## config.mk

```make
export PLATFORM = sky130hd
export DESIGN_NAME = bp_update_queue
export DESIGN_NICKNAME = d
export VERILOG_FILES = /design/src/rtl/bp_update_queue_pkg.sv /design/src/rtl/bp_update_fifo.sv /design/src/rtl/bp_update_queue.sv
export SDC_FILE = /design/constraint.sdc
export NUM_CORES = 2
export LEC_CHECK = 0
export CAP_MARGIN = 20
export CORE_ASPECT_RATIO = 0.5
export CORE_MARGIN = 8
export CORE_UTILIZATION = 30
export DETAILED_ROUTE_END_ITERATION = 12
export HOLD_SLACK_MARGIN = 0.15
export PLACE_DENSITY = 0.56
export SYNTH_ARGS = -nofsm -noshare
export SYNTH_HDL_FRONTEND = slang
export SYNTH_SLANG_ARGS = --single-unit
```

## constraint.sdc

```tcl
create_clock -name clock -period 15.01 [get_ports clock]
set_input_delay 2.2515 -clock clock [delete_from_list [all_inputs] [get_ports clock]]
set_output_delay 2.2515 -clock clock [all_outputs]
set_load 0.01 [all_outputs]
```

## src/rtl/bp_update_queue_pkg.sv

```systemverilog
`default_nettype none
// ============================================================================
//  Module      : bp_update_queue_pkg
//  Description : Shared widths, packet types and helper functions for the
//                EX -> BP branch training queue.
//  Revision    : 1.0  initial release
// ============================================================================
package bp_update_queue_pkg;

    // Superscalar width and PC width used by every EX/BP packet.
    localparam int N      = 3;
    localparam int XLEN   = 32;
    // Width able to hold a lane count of 0..N.
    localparam int LANE_W = $clog2(N + 1);

    // One resolved control-flow outcome from an execute lane.
    typedef struct packed {
        logic            valid;
        logic            cond_branch_en;
        logic            branch_en;
        logic            taken;
        logic [XLEN-1:0] PC;
        logic [XLEN-1:0] target_PC;
        logic [XLEN-1:0] pred_NPC;
    } BR_RESOLVE_PACKET;

    // Training packet consumed by the branch predictor.
    typedef struct packed {
        logic            cond_branch_en;
        logic            branch_en;
        logic            cond_branch_taken;
        logic [XLEN-1:0] PC;
        logic [XLEN-1:0] target_PC;
    } EX_BP_PACKET;

    // Architecturally correct next PC of a resolved branch.
    // Unconditional branches always redirect; PC+4 wraps modulo 2^XLEN.
    function automatic logic [XLEN-1:0] actual_npc(input BR_RESOLVE_PACKET p);
        logic redirect;
        redirect = p.cond_branch_en ? p.taken : 1'b1;
        return redirect ? p.target_PC : (p.PC + XLEN'(4));
    endfunction

    // Map a resolved lane onto the predictor training format.
    function automatic EX_BP_PACKET to_ex_bp(input BR_RESOLVE_PACKET p);
        EX_BP_PACKET q;
        q.cond_branch_en    = p.cond_branch_en;
        q.branch_en         = p.branch_en;
        q.cond_branch_taken = p.taken & p.cond_branch_en;
        q.PC                = p.PC;
        q.target_PC         = p.target_PC;
        return q;
    endfunction

endpackage
`default_nettype wire

```

## src/rtl/bp_update_fifo.sv

```systemverilog
`default_nettype none
// ============================================================================
//  Module      : bp_update_fifo
//  Description : N-in / N-out circular buffer of EX_BP_PACKETs. Up to N
//                entries are written per cycle at tail; up to N entries are
//                read from head and registered onto the output slots.
//  Revision    : 1.0  initial release
// ============================================================================
module bp_update_fifo
    import bp_update_queue_pkg::*;
#(
    parameter int DEPTH = 8
)
(
    input  logic                         clock,
    input  logic                         reset,
    input  logic [LANE_W-1:0]            wr_cnt,
    input  EX_BP_PACKET [N-1:0]          wr_data,
    input  logic                         rd_en,
    output EX_BP_PACKET [N-1:0]          rd_data,
    output logic [$clog2(DEPTH+1)-1:0]   count
);

    localparam int PTR_W = $clog2(DEPTH);
    localparam int CNT_W = $clog2(DEPTH + 1);

    EX_BP_PACKET       mem [DEPTH];
    logic [PTR_W-1:0]  head;
    logic [PTR_W-1:0]  tail;
    logic [CNT_W-1:0]  occ;
    logic [LANE_W-1:0] rd_cnt;

    assign count = occ;

    // Entries leaving this cycle: min(occupancy, N) when the reader is ready.
    // Only entries present at the start of the cycle are eligible, so a
    // write never bypasses straight to the output.
    always_comb begin
        rd_cnt = '0;
        if (rd_en) begin
            rd_cnt = (occ >= CNT_W'(N)) ? LANE_W'(N) : LANE_W'(occ);
        end
    end

    // Store accepted entries in lane order at tail, tail+1, ... (mod DEPTH).
    always_ff @(posedge clock) begin
        for (int i = 0; i < N; i++) begin
            if (LANE_W'(i) < wr_cnt) begin
                mem[tail + PTR_W'(i)] <= wr_data[i];
            end
        end
    end

    // Pointer/occupancy bookkeeping and registered read slots.
    always_ff @(posedge clock) begin
        if (reset) begin
            head    <= '0;
            tail    <= '0;
            occ     <= '0;
            rd_data <= '0;
        end else begin
            for (int i = 0; i < N; i++) begin
                rd_data[i] <= (LANE_W'(i) < rd_cnt) ? mem[head + PTR_W'(i)] : '0;
            end
            head <= head + PTR_W'(rd_cnt);
            tail <= tail + PTR_W'(wr_cnt);
            occ  <= occ + CNT_W'(wr_cnt) - CNT_W'(rd_cnt);
        end
    end

endmodule
`default_nettype wire

```

## src/rtl/bp_update_queue.sv

```systemverilog
`default_nettype none
// ============================================================================
//  Module      : bp_update_queue
//  Description : Producer side of the EX -> BP training interface. Classifies
//                resolved lanes, finds the oldest mispredict, drops younger
//                wrong-path lanes, and buffers surviving branches so BP
//                backpressure never loses a correct-path update.
//  Revision    : 1.0  initial release
// ============================================================================
module bp_update_queue
    import bp_update_queue_pkg::*;
#(
    parameter int DEPTH = 8
)
(
    input  logic                          clock,
    input  logic                          reset,
    input  BR_RESOLVE_PACKET [N-1:0]      br_resolve_in,
    input  logic                          bp_stall_in,
    output EX_BP_PACKET [N-1:0]           ex_bp_packet_out,
    output logic                          stall_out,
    output logic                          mispredict_out,
    output logic [XLEN-1:0]               mispredict_pc_out,
    output logic [$clog2(DEPTH+1)-1:0]    count_out
);

    localparam int CNT_W = $clog2(DEPTH + 1);

    logic [XLEN-1:0]     lane_npc [N];
    EX_BP_PACKET [N-1:0] enq_data;
    logic [LANE_W-1:0]   surv_cnt;
    logic [LANE_W-1:0]   enq_cnt;
    logic                mis_found;
    logic [XLEN-1:0]     mis_npc;
    logic [CNT_W-1:0]    fifo_count;
    logic [CNT_W-1:0]    free_slots;

    // Resolved next PC of every lane.
    always_comb begin
        for (int i = 0; i < N; i++) begin
            lane_npc[i] = actual_npc(br_resolve_in[i]);
        end
    end

    // Walk lanes oldest-first, packing branches until (and including) the
    // first mispredict; anything younger is wrong-path and is discarded.
    always_comb begin
        enq_data  = '0;
        surv_cnt  = '0;
        mis_found = 1'b0;
        mis_npc   = '0;
        for (int i = 0; i < N; i++) begin
            if (br_resolve_in[i].valid && br_resolve_in[i].branch_en && !mis_found) begin
                enq_data[surv_cnt] = to_ex_bp(br_resolve_in[i]);
                surv_cnt           = surv_cnt + LANE_W'(1);
                if (lane_npc[i] != br_resolve_in[i].pred_NPC) begin
                    mis_found = 1'b1;
                    mis_npc   = lane_npc[i];
                end
            end
        end
    end

    // All-or-nothing admission against the start-of-cycle free space; a
    // same-cycle dequeue is deliberately not credited.
    assign free_slots = CNT_W'(DEPTH) - fifo_count;
    assign stall_out  = CNT_W'(surv_cnt) > free_slots;
    assign enq_cnt    = stall_out ? '0 : surv_cnt;
    assign count_out  = fifo_count;

    bp_update_fifo #(
        .DEPTH   (DEPTH)
    ) u_fifo (
        .clock   (clock),
        .reset   (reset),
        .wr_cnt  (enq_cnt),
        .wr_data (enq_data),
        .rd_en   (!bp_stall_in),
        .rd_data (ex_bp_packet_out),
        .count   (fifo_count)
    );

    // Register the recovery request of an accepted batch; the PC is held
    // between mispredicts so recovery logic can sample it late.
    always_ff @(posedge clock) begin
        if (reset) begin
            mispredict_out    <= 1'b0;
            mispredict_pc_out <= '0;
        end else if (!stall_out && mis_found) begin
            mispredict_out    <= 1'b1;
            mispredict_pc_out <= mis_npc;
        end else begin
            mispredict_out    <= 1'b0;
        end
    end

endmodule
`default_nettype wire

```

==> impl_results.md <==
- Outcome: complete, no violations
- Logic pwr share: 43.6%
- Syn Inst Count: 5,567
- DR vias/cell: 6.16
- Worst Hold Path Cells: 2
- IO Pins: 542
- FF+latch count, synth: 780
- Port Buffers: 541
- Fin. Hold Viols: 0
- Fraction of registers with async set/reset: 0%
- # H-tree levels: 3
- Mapped Avg Cell Area: 9.54 sq um
- Routability cong.: 1.01
- Worst-Skew Late Latency: 0.72 ns
- Post-CTS Setup Inserts: 0
- Slew HR: 17.2%
- Synth Flop Type: edfxtp_1
- Yosys Warn Count: 0
- Critical path type: primary input to output port
- Syn Std Cell Area: 53,100 sq um
- Hold buffer count at CTS: 0
- EDFF count, synth: 536
- CP Data Required Time: 12.76 ns
- Routed Antenna Nets: 0
- Levels on crit path: 16
- Largest net degree at the start of global routing: 152
- Slowest stage cell on the critical path: nor4_2
- Seq/Total Area, Yosys: 39.5%
- Rows: 109
- CTS buffer count: 85
- Vias in the first global route: 46,300
- CP Launch Type: primary input
- Maximum fanout along the worst path: 41
- Worst Max-Slew Pin Slew: 1.23 ns
- Setup violators final: 0
- Synth unique cells: 85
- Placed Instances: 8,076
- Clock share of power: 24.0%
- Vias: 50,900
- Die height: 314 microns
- Die Footprint: 192,000 sq um
- CTS root buffer: clkbuf_16
- GR Util All Layers: 27.4%
- Fill count: 17,700
- Crit-path leading delay family: compound AO/OA/AOI/OAI gates
- CTS tree: done
- Ordered cell list for the critical path: clkdlybuf4s50_1 -> nand3_2 -> nor4_2 -> o21a_1 -> o31ai_1 -> o21a_1 -> a2111oi_0 -> nand3_1 -> o31a_2 -> nor2_1 -> ha_1 -> xnor2_1 -> ha_1 -> a211o_1 -> inv_1 -> clkdlybuf4s50_1
- Final WL: 278 mm
- Reg2reg path depth: 12
- # DRC: 0
- Fin crit share: 74.5%
- Overall die width: 611 microns
- Hold WC Path Type: flop to flop
- Worst Skew: 0.0273 ns
- Share of cells above drive strength 1: 11.0%
- Overflow after GRT: 0
- DP Worst Slack: 3.90 ns
- Final Critical Period: 11.18 ns
- TritonRoute pass-1 iters: 9
- Power consumption: 9250 uW
- Design internal power: 5740 uW
- CP Buf/Inv Count: 3
- LEAKAGE: 0.0209 uW
- Cell Pwr Density: 145 nW/um^2
- Nets: 6,111
- Net Sw Frac: 37.9%
- Wire length per cell: 33.6 microns
- Initial antenna violation count: 37
- RSZ-0062 raised after global routing: no
- Maximum vdd drop: 0.108 mV
- Worst setup EP type: output port
- Cell Count, Final, Fillers Out: 8,271
- CTS clk-pin slew, worst paths: 0.05 ns
- Initial Util: 30.1%
- CTS Sinks: 780
- Slew Viols, Final: 0
- Setup ws final: 3.83 ns
- TNS Setup: 0 ns
- Post-Synthesis Net Count: 5,892
- Crit path largest cell delay: 0.93 ns
- F_max: 89.5 MHz
- Core box area: 176,000 sq um
- Max-cap viol count: 0
- First-pass GRT wire length: 378 mm
- Clk buf depth: 3
- Initial drt markers: 8,402
- Cts repair resizes: 0
- HPWL Detailed: 193 mm
- Critical Path AT: 8.92 ns
- Sequential power share: 32.4%
- P&R area growth vs syn: 20.2%
- NetSw: 3510 uW
## worst paths after layout
kind,from,to,slack [ns]
hold / removal,mispredict_pc_out[12],mispredict_pc_out[12],0.45
setup reg to reg,u_fifo.count[0],u_fifo.mem[0][59],9.71
setup / recovery,br_resolve_in[73],stall_out,3.83
hold reg to reg,mispredict_pc_out[12],mispredict_pc_out[12],0.45
## Yosys cell counts (all sizes together), types with 9 or more instances
cell type / number / area (sq um)
a31oi: 18 / 113
o21ai: 435 / 2180
dfxtp: 244 / 4880
buf: 193 / 910
mux2i: 564 / 5650
ha: 19 / 238
nand2b: 10 / 62.6
inv: 120 / 450
nand3: 311 / 1570
edfxtp: 536 / 16100
and2: 20 / 125
and3: 18 / 113
or3: 17 / 106
a311oi: 15 / 131
o311ai: 12 / 105
nor4: 32 / 206
mux2: 29 / 327
xor2: 65 / 569
nand4: 37 / 244
o211ai: 23 / 173
xnor2: 142 / 1240
o22ai: 10 / 62.6
nand2: 768 / 2880
or2: 9 / 56.3
nor3: 43 / 220
a2111oi: 10 / 87.6
a211oi: 42 / 350
o31ai: 17 / 133
o221ai: 9 / 78.8
nor2: 275 / 1030
a21oi: 434 / 2180
clkbuf: 381 / 1430
a22oi: 323 / 2420
nor2b: 27 / 169
mux4: 241 / 5430
a221oi: 25 / 219
## state kept, by name, indices dropped and copies added, names as in the netlist
name               flops
u_fifo.mem           536
u_fifo.rd_data       201
mispredict_pc_out     32
u_fifo.count           4
u_fifo.head            3
u_fifo.tail            3
mispredict_out         1
## worst register-to-register path: stages (launching register included)
cell and delay, ns:
dfxtp_1 0.50, inv_1 0.12, ha_1 0.31, inv_1 0.13, ha_1 0.26, a21oi_1 0.15
a211o_1 0.25, inv_1 0.25, nor3_1 0.31, nand2_2 0.48, o211ai_1 0.69, buf_4 0.59
buf_4 0.81
## through the flow
stage               utilization, %  instance area, sq um  hold WS (ns)
finish                        36.2                 63900         0.452
global route                  36.2                 63800         0.476
CTS                           36.1                 63700         0.456
detailed placement            34.5                 60800         0.448
global placement              34.5                 60700         0.444
floorplan                        -                 53100         0.476
## cell usage in the layout, fill, tap and decap left out, types with 35 or more instances in the layout
cell / synthesis / layout
mux4_2: 241 / 241
xor2_1: 65 / 64
nand3_1: 309 / 309
mux2i_1: 564 / 563
clkdlybuf4s50_1: 0 / 540
edfxtp_1: 536 / 536
nor3_1: 42 / 42
dfxtp_1: 244 / 241
a22oi_1: 323 / 323
xnor2_1: 142 / 141
a21oi_1: 432 / 430
o21ai_0: 317 / 317
buf_4: 13 / 144
nor2_1: 275 / 274
nand2_1: 768 / 762
nand4_1: 35 / 35
o21ai_1: 118 / 117
inv_1: 119 / 119
clkbuf_16: 0 / 92
a211oi_1: 38 / 38
## kinds of logic after synthesis
family | share of synthesized area [%]
buffers and inverters | 5.26
AO/OA/AOI/OAI | 16.5
AND/OR/NAND/NOR | 13.3
adder cells (fa/ha/maj) | 0.561
flip-flops | 39.5
XOR/XNOR | 3.46
multiplexers | 21.5
## area by class of cell
type / instances / area, sq um / share of cell area (%)
timing repair buffer: 706 / 6820 / 10.7
sequential: 780 / 21000 / 32.9
clock buffer: 126 / 2560 / 4.01
multi-input combinational: 4093 / 29600 / 46.4
tap: 2386 / 2990 / 4.68
clock inverter: 34 / 342 / 0.535
antenna: 26 / 65.1 / 0.102
inverter: 120 / 450 / 0.705
## power groups by stage
stage                     registers (uW)  logic, uW  clock network, uW
after floorplan                     3030       2400                  0
after global placement              3030       3950                  0
after detailed placement            3030       3970                  0
after CTS                           2990       3980               2230
after global routing                3030       4220               2300
final                               2990       4030               2220
## per-layer routing
| layer | GRT usage (%) | vias to the layer above | part of all wire [%] |
|---|---|---|---|
| met2 | 39.8 | 4051 | 42 |
| met3 | 8.69 | 734 | 14 |
| met4 | 17.1 | 10 | 7.4 |
| li1 | - | 21200 | - |
| met1 | 35.4 | 24900 | 37 |
| met5 | 0.325 | - | 0.048 |
(Power assumes the default switching activity.)
